### config.mk
export PLATFORM = sky130hd
export DESIGN_NAME = xs3_mul_seq
export DESIGN_NICKNAME = d
export VERILOG_FILES = /design/src/rtl/xs3_pkg.sv /design/src/rtl/xs3_digit_mac.sv /design/src/rtl/xs3_mul_seq.sv
export SDC_FILE = /design/constraint.sdc
export NUM_CORES = 1
export LEC_CHECK = 0
export CAP_MARGIN = 0
export CORE_MARGIN = 2
export CORE_UTILIZATION = 60
export CTS_CLUSTER_DIAMETER = 80
export DETAILED_ROUTE_END_ITERATION = 12
export PLACE_DENSITY = 0.87
export SYNTH_ARGS = -nofsm -noshare
export SYNTH_HDL_FRONTEND = slang
export SYNTH_SLANG_ARGS = --single-unit
### constraint.sdc
create_clock -name clk -period 13.7 [get_ports clk]
set_input_delay 2.74 -clock clk [delete_from_list [all_inputs] [get_ports clk]]
set_output_delay 2.74 -clock clk [all_outputs]
set_load 0.03 [all_outputs]
### src/rtl/xs3_pkg.sv
// Shared Excess-3 constants, FSM state encoding and digit helpers for the
// sequential Excess-3 multiplier.
package xs3_pkg;

  localparam logic [3:0] XS3_OFFSET = 4'd3;
  localparam logic [3:0] XS3_ZERO   = 4'b0011;

  typedef enum logic [1:0] {
    IDLE,
    CALC,
    FIN
  } state_t;

  // A code is a legal Excess-3 digit only inside 3..12.
  function automatic logic xs3_valid(input logic [3:0] code);
    return (code >= 4'd3) && (code <= 4'd12);
  endfunction

  function automatic logic [3:0] xs3_dec(input logic [3:0] code);
    return code - XS3_OFFSET;
  endfunction

  function automatic logic [3:0] xs3_enc(input logic [3:0] value);
    return value + XS3_OFFSET;
  endfunction

endpackage

### src/rtl/xs3_digit_mac.sv
// Combinational single-digit multiply-accumulate: one Excess-3 product digit
// plus the decimal carry into the next digit position.
module xs3_digit_mac
  import xs3_pkg::*;
(
  input  logic [3:0] a_digit,
  input  logic [3:0] b_digit,
  input  logic [3:0] carry_in,
  output logic [3:0] sum_digit,
  output logic [3:0] carry_out
);

  // 9*9+8 = 89 is the largest legal sum, so 7 bits never overflow.
  logic [6:0] s;

  always_comb begin
    s         = 7'(xs3_dec(a_digit)) * 7'(xs3_dec(b_digit)) + 7'(carry_in);
    sum_digit = xs3_enc(4'(s % 7'd10));
    carry_out = 4'(s / 7'd10);
  end

endmodule

### src/rtl/xs3_mul_seq.sv
// N-digit Excess-3 multiplicand times one Excess-3 digit, one digit per clock,
// least significant first, with a start/busy/done handshake.
module xs3_mul_seq
  import xs3_pkg::*;
#(
  parameter int N = 4
) (
  input  logic               clk,
  input  logic               rst,
  input  logic               start,
  input  logic [4*N-1:0]     a_in,
  input  logic [3:0]         b_in,
  output logic               busy,
  output logic               done,
  output logic               err,
  output logic [4*(N+1)-1:0] product
);

  localparam int IDX_W = (N > 1) ? $clog2(N) : 1;
  localparam logic [IDX_W-1:0] LAST_IDX = IDX_W'(N - 1);

  state_t                 state_q, state_d;
  logic [N-1:0][3:0]      a_q, a_d;
  logic [3:0]             b_q, b_d;
  logic [3:0]             carry_q, carry_d;
  logic [IDX_W-1:0]       idx_q, idx_d;
  logic [N-1:0][3:0]      shadow_q, shadow_d;
  logic [N:0][3:0]        prod_q, prod_d;
  logic                   err_q, err_d;
  logic                   busy_q, busy_d;
  logic                   done_q, done_d;

  logic                   operand_bad;
  logic [3:0]             mac_sum;
  logic [3:0]             mac_carry;

  xs3_digit_mac u_mac (
    .a_digit  (a_q[idx_q]),
    .b_digit  (b_q),
    .carry_in (carry_q),
    .sum_digit(mac_sum),
    .carry_out(mac_carry)
  );

  // Operands are checked as they arrive so a bad code skips CALC entirely.
  always_comb begin
    operand_bad = !xs3_valid(b_in);
    for (int i = 0; i < N; i++) begin
      if (!xs3_valid(a_in[4*i +: 4])) operand_bad = 1'b1;
    end
  end

  always_comb begin
    // NOTE: every variable gets a default first so no path can infer a latch.
    state_d  = state_q;
    a_d      = a_q;
    b_d      = b_q;
    carry_d  = carry_q;
    idx_d    = idx_q;
    shadow_d = shadow_q;
    prod_d   = prod_q;
    err_d    = err_q;

    case (state_q)
      IDLE: begin
        if (start) begin
          a_d     = a_in;
          b_d     = b_in;
          carry_d = '0;
          idx_d   = '0;
          err_d   = 1'b0;
          if (operand_bad) begin
            prod_d  = {(N+1){XS3_ZERO}};
            err_d   = 1'b1;
            state_d = FIN;
          end else begin
            state_d = CALC;
          end
        end
      end
      CALC: begin
        shadow_d[idx_q] = mac_sum;
        carry_d         = mac_carry;
        idx_d           = idx_q + 1'b1;
        // Product is published only with the last digit, never partially.
        if (idx_q == LAST_IDX) begin
          prod_d  = {xs3_enc(mac_carry), shadow_d};
          state_d = FIN;
        end
      end
      FIN:     state_d = IDLE;
      default: state_d = IDLE;
    endcase

    busy_d = (state_d != IDLE);
    done_d = (state_d == FIN);
  end

  // NOTE: sequential state uses non-blocking assignments only, so every
  // register samples the pre-edge value of every other register.
  always_ff @(posedge clk) begin
    if (rst) begin
      state_q  <= IDLE;
      // NOTE: the operand and shadow registers are reset too; it is cheap here
      // and keeps the idle datapath deterministic for equivalence checks.
      a_q      <= '0;
      b_q      <= '0;
      carry_q  <= '0;
      idx_q    <= '0;
      shadow_q <= '0;
      prod_q   <= {(N+1){XS3_ZERO}};
      err_q    <= 1'b0;
      busy_q   <= 1'b0;
      done_q   <= 1'b0;
    end else begin
      state_q  <= state_d;
      a_q      <= a_d;
      b_q      <= b_d;
      carry_q  <= carry_d;
      idx_q    <= idx_d;
      shadow_q <= shadow_d;
      prod_q   <= prod_d;
      err_q    <= err_d;
      busy_q   <= busy_d;
      done_q   <= done_d;
    end
  end

  assign busy    = busy_q;
  assign done    = done_q;
  assign err     = err_q;
  assign product = prod_q;

endmodule

==> reports/qor.csv <==
metric,value,unit
status,finished clean,
Routed Antenna Nets,0,
Relative slew margins,33.3,%
area of the multi-input gates,0.00250,sq mm
Initial Util,62.2,%
number of synthesized register bits,63,
DR pass1 iterations,5,
worst path buffer plus inverter count,0,
top cell family by delay on the critical path,adder cells,
Max VDD drop,0.340,mV
clk buf depth,2,
Final Cycle Share,55.9,%
DR DRC count,0,
Max Fclk,130,MHz
syn_area_per_cell,8.08,sq um
Syn Inst Count,489,
"Net Count, Synth",541,
"area leader, netlist",dfxtp_1,
final hold violation count,0,
"EDFF count, synth",0,
Syn. warnings,0,
IO Pins,46,
CP Class,flop to flop,
minimum clock period,7.66,ns
first-pass GRT wire length,15500,um
worst reg2reg path depth,23,
root buf cell,clkbuf_8,
Clock Sinks,63,
crit path max fanout,12,
CP cell instances,mux4_2 -> ha_1 -> xor2_1 -> nor2_1 -> fa_1 -> fa_1 -> fa_1 -> ha_1 -> o21ai_0 -> o21a_1 -> or3_1 -> a211oi_2 -> nor2_4 -> xnor2_1 -> a221oi_2 -> ha_1 -> nor3_1 -> a21oi_1 -> o221a_2 -> o221ai_1 -> o22ai_1 -> xnor2_2 -> a311oi_1,
WP data required,13.92,ns
most frequent cell after synthesis,nand2_1,
distinct cell type count after synthesis,61,
Worst path max stage delay,0.64,ns
Post-Place Setup Slack,6.14,ns
Crit. End Element,flop,
worst setup path start,idx_q[1]$_SDFFE_PP0P_,
final setup vio count,0,
vias in the first global route,3391,
Die ar.,0.00725,sq mm
antenna cells,0,
post-synthesis cell area,0.00395,sq mm
Hold Path Cell Cnt,2,
type of the worst min-delay path,flop to flop,
H-tree Lvls,3,
Core Area,0.00635,sq mm
worst clock skew,0.00955,ns
Synth-to-Final Area Change,16.5,%
Static Leak,1.79,nW
Buffers on Ports,45,
ranking of synthesized cells by area,"dfxtp_1 (32%), nand2_1 (7.3%), ha_1 (7.3%), a21oi_1 (5.6%), nor2_1 (4.9%)",
placed cells,586,
post-route setup TNS,0,ns
Final Instance Count excl. Fillers,602,
total CTS buffers,9,
DRT iter0 DRCs,246,
Least-Margin Pin Slew,1.00,ns
Crit path arrival time,7.88,ns
DPL Wire Length,6560,um
clock slew seen by the registers of the worst setup and hold paths,0.06,ns
crit start category,flop,
Hold Buf Count CTS,0,
Die X,85.1,um
RR Startpoint,idx_q[1]$_SDFFE_PP0P_,
Vias,3623,
DP Area,0.00441,sq mm
initial antenna violation count,0,
min setup slack post-route,6.04,ns
DR vias/cell,6.02,
fraction of registers with async set/reset,0,%
origin of the worst min-delay path,a_q[9]$_SDFFE_PP0P_,
max-capacitance violation count,0,
GRT Util Overall,26.2,%
routability cong.,0.905,
Reg area,0.00126,sq mm
Critical-path top delay cell,mux4_2,
gr ovfl total,0,
register area share after synthesis,31.9,%
WL/cell,15.1,um
fillers,467,
P per Cell Area,291,mW/mm^2
area share of the largest cell type after synthesis,31.9,%
CTS tree,done,
Die Span Y,85.1,um
top_reg_cell synth,dfxtp_1,
Critical Path Stages,23,
Worst-Skew Late Latency,0.33,ns
"Design Area, Final",0.00460,sq mm
Synth top cells by count,"nand2_1 (77), dfxtp_1 (63), nor2_1 (52)",
ratio of cells with drive above 1 in the final layout,8.00,%
Final nets,572,
Rows,29,
post-CTS resize count,0,
pin count of the biggest net entering global routing,61,
Final Routed Wirelength,9090,um
RSZ-0062 raised after global routing,no,
buffer count from post-CTS setup fixing,0,
fin. max-slew vios,0,
through the flow:
| stage | power (mW) | hold slack [ns] | utilization (%) |
|---|---|---|---|
| final | 1.34 | 0.459 | 72.5 |
| after global routing | 1.46 | 0.474 | 72.5 |
| after CTS | 1.33 | 0.458 | 72.5 |
| after detailed placement | 1.17 | 0.449 | 69.4 |
| after global placement | 1.13 | 0.442 | 69.4 |
| after floorplan | 0.969 | 0.433 | - |
layout make-up:
| cell class | instances | share of cell area, % |
|---|---|---|
| multi-input cells | 377 | 54.4 |
| flip-flops and latches | 63 | 27.4 |
| repair buffers | 48 | 10.2 |
| clock buffers | 13 | 3.89 |
| well taps | 77 | 2.09 |
| inverters | 21 | 1.71 |
| clock inverters | 3 | 0.326 |
cells by family after synthesis:
logic type | Yosys count | synth area share [%]
adder cells (fa/ha/maj) | 29 | 10.3
multiplexers | 9 | 3.58
AND/OR/NAND/NOR | 190 | 22.3
AO/OA/AOI/OAI | 129 | 21.9
flip-flops | 63 | 31.9
buffers and inverters | 49 | 4.85
XOR/XNOR | 20 | 5.16
layout by cell type, fill, tap and decap left out, types with 3 or more instances in the layout:
cell,synthesis,layout
o211ai_1,3,3
mux2i_1,4,4
xor2_1,7,7
xnor2_1,10,10
a211oi_1,7,7
mux4_2,4,4
and3_1,3,3
inv_1,21,21
o31ai_1,6,6
clkdlybuf4s50_1,0,44
o21ai_1,5,5
nand4_1,3,3
nand2_1,77,77
nor2b_1,4,4
o21ai_0,15,15
nand3b_1,4,4
clkinv_2,0,3
o21a_1,7,7
nand2b_1,10,10
a211o_1,6,6
o32ai_1,3,3
ha_1,23,23
buf_4,0,3
o211a_1,3,3
and2_1,3,3
dfxtp_1,63,63
nor3_1,12,12
nor2_1,52,52
a31oi_1,6,6
clkbuf_8,0,13
or3_1,3,3
fa_1,6,6
nand3_1,10,10
a32oi_1,3,3
a21oi_1,44,44
final timing paths:
path	to	slack, ns
setup reg to reg	shadow_q[7]$_SDFFE_PP0P_	6.04
hold reg to reg	a_q[9]$_SDFFE_PP0P_	0.46
hold / removal	a_q[9]$_SDFFE_PP0P_	0.46
setup / recovery	shadow_q[7]$_SDFFE_PP0P_	6.04
worst min-delay path, cell delays in order, from the launching register on:
cell and delay (ns):
dfxtp_1 0.31, nand2_1 0.05, a21oi_1 0.06
per-layer routing:
layer | part of all wire (%) | up-vias | routed length (um) | track usage [%]
met5 | 0 | - | 0 | 0
met4 | 2.2 | 0 | 198 | 10.1
met3 | 5.4 | 26 | 488 | 4.77
met2 | 48 | 132 | 4330 | 42.0
met1 | 45 | 1677 | 4070 | 35.2
li1 | - | 1788 | - | -
report_power, final:
group / switching, mW / internal (mW)
logic: 0.603 / 0.383
registers: 0.00636 / 0.194
clock network: 0.0686 / 0.0845
total: 0.678 / 0.661
flip-flops by register name, indices dropped and copies added, names as in the netlist:
signal,count
err,1
carry_q,4
b_q,4
idx_q,2
shadow_q,12
busy,1
done,1
product,20
state_q,2
a_q,16
No activity file was read; power rests on OpenSTA's default activity.
